`config.mk`:
```
export PLATFORM = sky130hd
export DESIGN_NAME = mem_port_arbiter_flat
export DESIGN_NICKNAME = d
export VERILOG_FILES = /design/src/rtl/mem_port_arbiter_if.sv /design/src/rtl/mem_port_arbiter.sv /design/src/flat_wrapper.sv
export SDC_FILE = /design/constraint.sdc
export NUM_CORES = 1
export LEC_CHECK = 0
export ABC_AREA = 1
export ABC_CLOCK_PERIOD_IN_PS = 2300
export BUFFER_PORTS_ARGS = -buffer_cell sky130_fd_sc_hd__buf_2
export CORE_AREA = 4 4 113 115
export DETAILED_ROUTE_END_ITERATION = 16
export DIE_AREA = 0 0 117 119
export GPL_TIMING_DRIVEN = 0
export PLACE_DENSITY_LB_ADDON = 0.08
export SYNTH_ARGS = -nofsm -noshare
export SYNTH_HDL_FRONTEND = slang
export SYNTH_SLANG_ARGS = --single-unit
```
`constraint.sdc`:
```
create_clock -name clk -period 2.3 [get_ports clk]
set_input_delay 0.69 -clock clk [delete_from_list [all_inputs] [get_ports clk]]
set_output_delay 0.69 -clock clk [all_outputs]
set_load 0.01 [all_outputs]
```
`src/rtl/mem_port_arbiter_if.sv`:
```
// I/D request-response channels plus the word-memory drive, shared by arbiter and environment.
// slave = arbiter view, master = requesters/memory view.
interface mem_port_arbiter_if #(
    parameter int ADDR_W = 32
);
    logic              i_req_valid;
    logic              i_req_ready;
    logic [ADDR_W-1:0] i_req_addr;
    logic              i_rsp_valid;
    logic [31:0]       i_rsp_data;
    logic              i_rsp_err;

    logic              d_req_valid;
    logic              d_req_ready;
    logic              d_req_we;
    logic [ADDR_W-1:0] d_req_addr;
    logic [31:0]       d_req_wdata;
    logic              d_req_lock;
    logic              d_rsp_valid;
    logic [31:0]       d_rsp_data;
    logic              d_rsp_err;

    logic [31:0]       mem_writeaddr;
    logic [31:0]       mem_writedata;
    logic              mem_writeenable;
    logic [31:0]       mem_readaddr;
    logic [31:0]       mem_readdata;

    modport slave (
        input  i_req_valid, i_req_addr,
        input  d_req_valid, d_req_we, d_req_addr, d_req_wdata, d_req_lock,
        input  mem_readdata,
        output i_req_ready, i_rsp_valid, i_rsp_data, i_rsp_err,
        output d_req_ready, d_rsp_valid, d_rsp_data, d_rsp_err,
        output mem_writeaddr, mem_writedata, mem_writeenable, mem_readaddr
    );

    modport master (
        output i_req_valid, i_req_addr,
        output d_req_valid, d_req_we, d_req_addr, d_req_wdata, d_req_lock,
        output mem_readdata,
        input  i_req_ready, i_rsp_valid, i_rsp_data, i_rsp_err,
        input  d_req_ready, d_rsp_valid, d_rsp_data, d_rsp_err,
        input  mem_writeaddr, mem_writedata, mem_writeenable, mem_readaddr
    );
endinterface

```
`src/rtl/mem_port_arbiter.sv`:
```
// Round-robin I/D sharing of one sync word memory, with a D lock for read-modify-write.
// Latency: response exactly 1 cycle after accept; backpressure only via req_ready, none on responses.
module mem_port_arbiter #(
    parameter int SIZE   = 1024,
    parameter int ADDR_W = 32
) (
    input logic               clk,
    input logic               reset,
    mem_port_arbiter_if.slave bus
);
    typedef enum logic {ARB = 1'b0, LOCKED = 1'b1} state_t;

    localparam logic PORT_I = 1'b0;
    localparam logic PORT_D = 1'b1;

    typedef struct packed {
        logic vld;
        logic port;
        logic rd;
        logic err;
    } rsp_t;

    state_t            state_q;
    state_t            state_d;
    logic              last_q;
    rsp_t              rsp_q;
    logic              i_acc;
    logic              d_acc;
    logic              acc;
    logic [ADDR_W-1:0] sel_addr;
    logic [ADDR_W-1:0] idx;
    logic              addr_err;
    logic [31:0]       rsp_data;
    logic              i_rsp_vld;
    logic              d_rsp_vld;

    always_ff @(posedge clk or negedge reset) begin
        if (!reset) begin
            state_q <= ARB;
        end else begin
            state_q <= state_d;
        end
    end

    // Every D accept re-decides ownership from its own lock bit.
    always_comb begin
        state_d = state_q;
        if (d_acc) begin
            state_d = bus.d_req_lock ? LOCKED : ARB;
        end
    end

    always_comb begin
        i_acc = 1'b0;
        d_acc = 1'b0;
        if (reset) begin
            case (state_q)
                ARB: begin
                    if (bus.i_req_valid && bus.d_req_valid) begin
                        i_acc = (last_q == PORT_D);
                        d_acc = (last_q == PORT_I);
                    end else begin
                        i_acc = bus.i_req_valid;
                        d_acc = bus.d_req_valid;
                    end
                end
                LOCKED: d_acc = bus.d_req_valid;
            endcase
        end
    end

    assign acc      = i_acc || d_acc;
    assign sel_addr = d_acc ? bus.d_req_addr : bus.i_req_addr;
    assign idx      = sel_addr >> 2;
    assign addr_err = (sel_addr[1:0] != 2'b00) || (idx >= ADDR_W'(SIZE));

    assign bus.i_req_ready     = i_acc;
    assign bus.d_req_ready     = d_acc;
    assign bus.mem_writeenable = d_acc && bus.d_req_we && !addr_err;
    assign bus.mem_writeaddr   = acc ? 32'(idx) : 32'd0;
    assign bus.mem_readaddr    = acc ? 32'(idx) : 32'd0;
    assign bus.mem_writedata   = acc ? bus.d_req_wdata : 32'd0;

    always_ff @(posedge clk or negedge reset) begin
        if (!reset) begin
            rsp_q  <= '0;
            last_q <= PORT_D;
        end else begin
            rsp_q.vld <= acc;
            if (acc) begin
                rsp_q.port <= d_acc ? PORT_D : PORT_I;
                rsp_q.rd   <= i_acc || !bus.d_req_we;
                rsp_q.err  <= addr_err;
                last_q     <= d_acc ? PORT_D : PORT_I;
            end
        end
    end

    // Memory read data lands in the cycle after the accept, aligned with rsp_q.
    assign rsp_data  = (rsp_q.rd && !rsp_q.err) ? bus.mem_readdata : 32'd0;
    assign i_rsp_vld = rsp_q.vld && (rsp_q.port == PORT_I);
    assign d_rsp_vld = rsp_q.vld && (rsp_q.port == PORT_D);

    assign bus.i_rsp_valid = i_rsp_vld;
    assign bus.i_rsp_data  = i_rsp_vld ? rsp_data : 32'd0;
    assign bus.i_rsp_err   = i_rsp_vld && rsp_q.err;
    assign bus.d_rsp_valid = d_rsp_vld;
    assign bus.d_rsp_data  = d_rsp_vld ? rsp_data : 32'd0;
    assign bus.d_rsp_err   = d_rsp_vld && rsp_q.err;
endmodule

```
`src/flat_wrapper.sv`:
```
// flat-port wrapper written by rule: the top's interface ports become plain ports
module mem_port_arbiter_flat 
#(
    parameter int SIZE   = 1024,
    parameter int ADDR_W = 32
)
  (clk, reset, bus_i_req_valid, bus_i_req_addr, bus_d_req_valid, bus_d_req_we, bus_d_req_addr, bus_d_req_wdata, bus_d_req_lock, bus_mem_readdata, bus_i_req_ready, bus_i_rsp_valid, bus_i_rsp_data, bus_i_rsp_err, bus_d_req_ready, bus_d_rsp_valid, bus_d_rsp_data, bus_d_rsp_err, bus_mem_writeaddr, bus_mem_writedata, bus_mem_writeenable, bus_mem_readaddr);
  mem_port_arbiter_if #(.ADDR_W(ADDR_W)) bus_i ();
  input logic clk;
  input logic reset;
  input wire logic [$bits(bus_i.i_req_valid)-1:0] bus_i_req_valid;
  input wire logic [$bits(bus_i.i_req_addr)-1:0] bus_i_req_addr;
  input wire logic [$bits(bus_i.d_req_valid)-1:0] bus_d_req_valid;
  input wire logic [$bits(bus_i.d_req_we)-1:0] bus_d_req_we;
  input wire logic [$bits(bus_i.d_req_addr)-1:0] bus_d_req_addr;
  input wire logic [$bits(bus_i.d_req_wdata)-1:0] bus_d_req_wdata;
  input wire logic [$bits(bus_i.d_req_lock)-1:0] bus_d_req_lock;
  input wire logic [$bits(bus_i.mem_readdata)-1:0] bus_mem_readdata;
  output wire logic [$bits(bus_i.i_req_ready)-1:0] bus_i_req_ready;
  output wire logic [$bits(bus_i.i_rsp_valid)-1:0] bus_i_rsp_valid;
  output wire logic [$bits(bus_i.i_rsp_data)-1:0] bus_i_rsp_data;
  output wire logic [$bits(bus_i.i_rsp_err)-1:0] bus_i_rsp_err;
  output wire logic [$bits(bus_i.d_req_ready)-1:0] bus_d_req_ready;
  output wire logic [$bits(bus_i.d_rsp_valid)-1:0] bus_d_rsp_valid;
  output wire logic [$bits(bus_i.d_rsp_data)-1:0] bus_d_rsp_data;
  output wire logic [$bits(bus_i.d_rsp_err)-1:0] bus_d_rsp_err;
  output wire logic [$bits(bus_i.mem_writeaddr)-1:0] bus_mem_writeaddr;
  output wire logic [$bits(bus_i.mem_writedata)-1:0] bus_mem_writedata;
  output wire logic [$bits(bus_i.mem_writeenable)-1:0] bus_mem_writeenable;
  output wire logic [$bits(bus_i.mem_readaddr)-1:0] bus_mem_readaddr;
  assign bus_i.i_req_valid = bus_i_req_valid;
  assign bus_i.i_req_addr = bus_i_req_addr;
  assign bus_i.d_req_valid = bus_d_req_valid;
  assign bus_i.d_req_we = bus_d_req_we;
  assign bus_i.d_req_addr = bus_d_req_addr;
  assign bus_i.d_req_wdata = bus_d_req_wdata;
  assign bus_i.d_req_lock = bus_d_req_lock;
  assign bus_i.mem_readdata = bus_mem_readdata;
  assign bus_i_req_ready = bus_i.i_req_ready;
  assign bus_i_rsp_valid = bus_i.i_rsp_valid;
  assign bus_i_rsp_data = bus_i.i_rsp_data;
  assign bus_i_rsp_err = bus_i.i_rsp_err;
  assign bus_d_req_ready = bus_i.d_req_ready;
  assign bus_d_rsp_valid = bus_i.d_rsp_valid;
  assign bus_d_rsp_data = bus_i.d_rsp_data;
  assign bus_d_rsp_err = bus_i.d_rsp_err;
  assign bus_mem_writeaddr = bus_i.mem_writeaddr;
  assign bus_mem_writedata = bus_i.mem_writedata;
  assign bus_mem_writeenable = bus_i.mem_writeenable;
  assign bus_mem_readaddr = bus_i.mem_readaddr;
  mem_port_arbiter #(.SIZE(SIZE), .ADDR_W(ADDR_W)) u_core (.clk(clk), .reset(reset), .bus(bus_i));
endmodule
```
==> results.md <==
- Crit path to: bus_mem_writeenable
- Worst-skew pair later-pin latency: 0.23 ns
- Period utilization: 114%
- Layout cell share with drive strength beyond 1: 64.6%
- Fin. max-slew vios: 0
- RSZ-0062 raised after global routing: true
- Chip height: 119 microns
- CP max-delay cell: buf_12
- Placed instance count: 834
- GRT overflow: 0
- Final Wtd Congestion: 0.770
- CP delay by family, top: simple AND/OR/NAND/NOR gates
- Worst Slack Setup Final: -0.324 ns
- Synthesis Warnings: 0
- Crit end category: output port
- Dpl hpwl: 9480 microns
- Arrival @ worst endpoint: 1.93 ns
- Avg Inst Size Synth: 5.02 sq um
- Initial antenna violation count: 1
- Bufs and invs on worst path: 3
- Via density: 4.14
- P per Cell Area: 336 nW/um^2
- Non-Filler Instances: 858
- Syn Std Cell Area: 1950 sq um
- #FFs+latches synth: 6
- Startpoint Class: input pin
- Die width: 117 microns
- DR WL/cell: 13.4 microns
- Initial drt markers: 57
- Placement Rows: 40
- Core area: 11800 sq um
- CTS tree: done
- Final setup vio count: 48
- Synth cell types: 22
- Drt drc: 0
- Synthesized instance count: 388
- MaxCap Viol Count: 0
- Run status: finished with violations
- Worst reg-to-reg setup slack: 0.48 ns
- Worst Setup SP: bus_i_req_valid
- Final Hold Vio Count: 0
- Hold WC Path Type: input pin to async pin
- Violated checks: setup timing
- WS Path Type: input pin to output port
- Nets: 845
- Routed WL: 11500 microns
- Seq/Total Area, Yosys: 7.77%
- Vias: 3554
- Hold Slack: 0.248 ns
- Io pins: 301
- Port Buffer Count: 296
- CP required: 1.61 ns
- Fmax: 381 MHz
- R2R Path End: u_core.rsp_q[0]
- H-tree depth: 1
- Post-route ant nets: 0
- Die ar.: 13900 sq um
- FILL cells: 1258
- All-layer global routing usage: 14.5%
- Period minus WS final: 2.62 ns
- Critical path peak fanout: 6
- CTS Buf Count: 3
- Peak VDD IR: 0.244 mV
- Largest net degree at the start of global routing: 11
- EDFF count, synth: 0
- CP peak stage delay: 0.17 ns
- Critical-path cell list: buf_8, nand3_4, nand2_8, buf_12, nand2_8, nand2_2, nor2_2, nand2_1, nor2_2, nand3_2, nor2_2, buf_6
- First-pass GRT wire length: 16400 microns
- CP Depth: 12
- Post-CTS Hold Fix Bufs: 0
- Clock skew: 0.00427 ns
- Vias in the first global route: 3457
- Initial core utilization: 16.5%
- DRT Pass-1 Iters: 4
- R2R cell count: 11
- Total Neg Setup Slack: -5.06 ns
- Synth-to-Final Area Change: 144%
- Worst reg2reg startpoint: u_core.last_q
- Root buffer cell: clkbuf_16
- CTS Buffer Depth: 2
- CP dominant cell by count: nor2_2
- LEAKAGE: 2.89 nW
- Reg clk slew, reported paths: 0.04 ns
- Most used DFF post-synth: dfrtp_1
- Sink Count: 6
- Tot Pwr: 1.60 mW
- Async set-reset flop share out of synthesis: 100%
## what timing repair did
action | CTS | global route
gates resized for setup | 111 | 83
cloned | 4 | 2
pin swaps | 28 | 19
buffers inserted | 10 | 4
endpoints found under the setup margin | 96 | 152
## final cells by class
cell class	instances	area [sq um]	area share, %
Inverter	78	313	6.57
Antenna cell	1	2.50	0.0526
Multi-Input combinational cell	250	1610	33.7
Clock buffer	4	78.8	1.66
Timing Repair Buffer	314	1900	40.0
Sequential cell	6	151	3.18
Tap cell	147	184	3.86
Buffer	58	522	11.0
## metal layers
| layer | up-vias | routed length, microns | global-route usage, % |
|---|---|---|---|
| li1 | 1801 | - | - |
| met5 | - | 0 | 0 |
| met1 | 1544 | 4030 | 14.5 |
| met2 | 193 | 6020 | 28.6 |
| met3 | 16 | 1180 | 3.86 |
| met4 | 0 | 224 | 3.80 |
## layout by cell type (no fill, tap or decap), drive strengths merged
cell type / count
diode: 1
buf: 358
clkbuf: 18
nor2: 50
nand3b: 2
nand2: 75
nand3: 20
clkinv: 1
nor3: 64
o21ai: 8
dfrtp: 5
inv: 77
conb: 4
dfstp: 1
a21oi: 27
## worst register-to-register path: cells and delay by family, from the launching register on
family	cells	cell delay [ns]
AND/OR/NAND/NOR	9	0.81
flip-flops	1	0.54
buffers and inverters	2	0.35
## report_power, final
group	internal (mW)	switching, mW	leakage, nW
Sequential	0.125	0.0101	0.0685
Combinational	0.546	0.632	2.79
Clock	0.230	0.0582	0.0382
Total	0.901	0.700	2.89
## synth_stat cells, types with 3 or more instances
cell,instances,share of area [%]
inv_1,74,14
nand2_1,71,14
nor2_1,50,9.6
o21ai_0,6,1.5
nor3_1,64,16
dfrtp_1,5,6.4
buf_4,34,13
clkbuf_1,19,3.7
nand3_1,19,4.9
a21oi_1,27,6.9
inv_2,3,0.58
## through the flow
step / utilization (%) / area, sq um / worst slack, ns
finish: 40.3 / 4760 / -0.324
CTS: 37.4 / 4420 / -0.311
global route: 40.3 / 4760 / -0.467
global placement: 31.4 / 3710 / -0.682
detailed placement: 31.4 / 3710 / -0.665
floorplan: - / 2050 / -0.0411
## sequential cells by signal, summed over array words and instances, names as in the netlist
name / cells
u_core.state_q: 1
u_core.last_q: 1
u_core.rsp_q: 4
## how the worst min path moves through the flow
stage / startpoint / endpoint / slack, ns / cells past startpoint
3_5_place_dp: u_core.rsp_q[0] / u_core.rsp_q[0] / 0.48 / 2
6_report: reset / u_core.state_q / 0.25 / 1
5_1_grt: reset / u_core.rsp_q[3] / 0.24 / 1
2_1_floorplan: reset / u_core.rsp_q[0] / 0.39 / 0
4_1_cts: reset / u_core.rsp_q[2] / 0.24 / 1
3_3_place_gp: u_core.rsp_q[0] / u_core.rsp_q[0] / 0.47 / 2
## logic make-up after synthesis
group	after synthesis	synth area share (%)
AO/OA/AOI/OAI	35	9.37
buffers and inverters	136	34.7
flip-flops	6	7.77
other	1	0.192
AND/OR/NAND/NOR	210	47.9
Power figures use the tool's default switching activity.
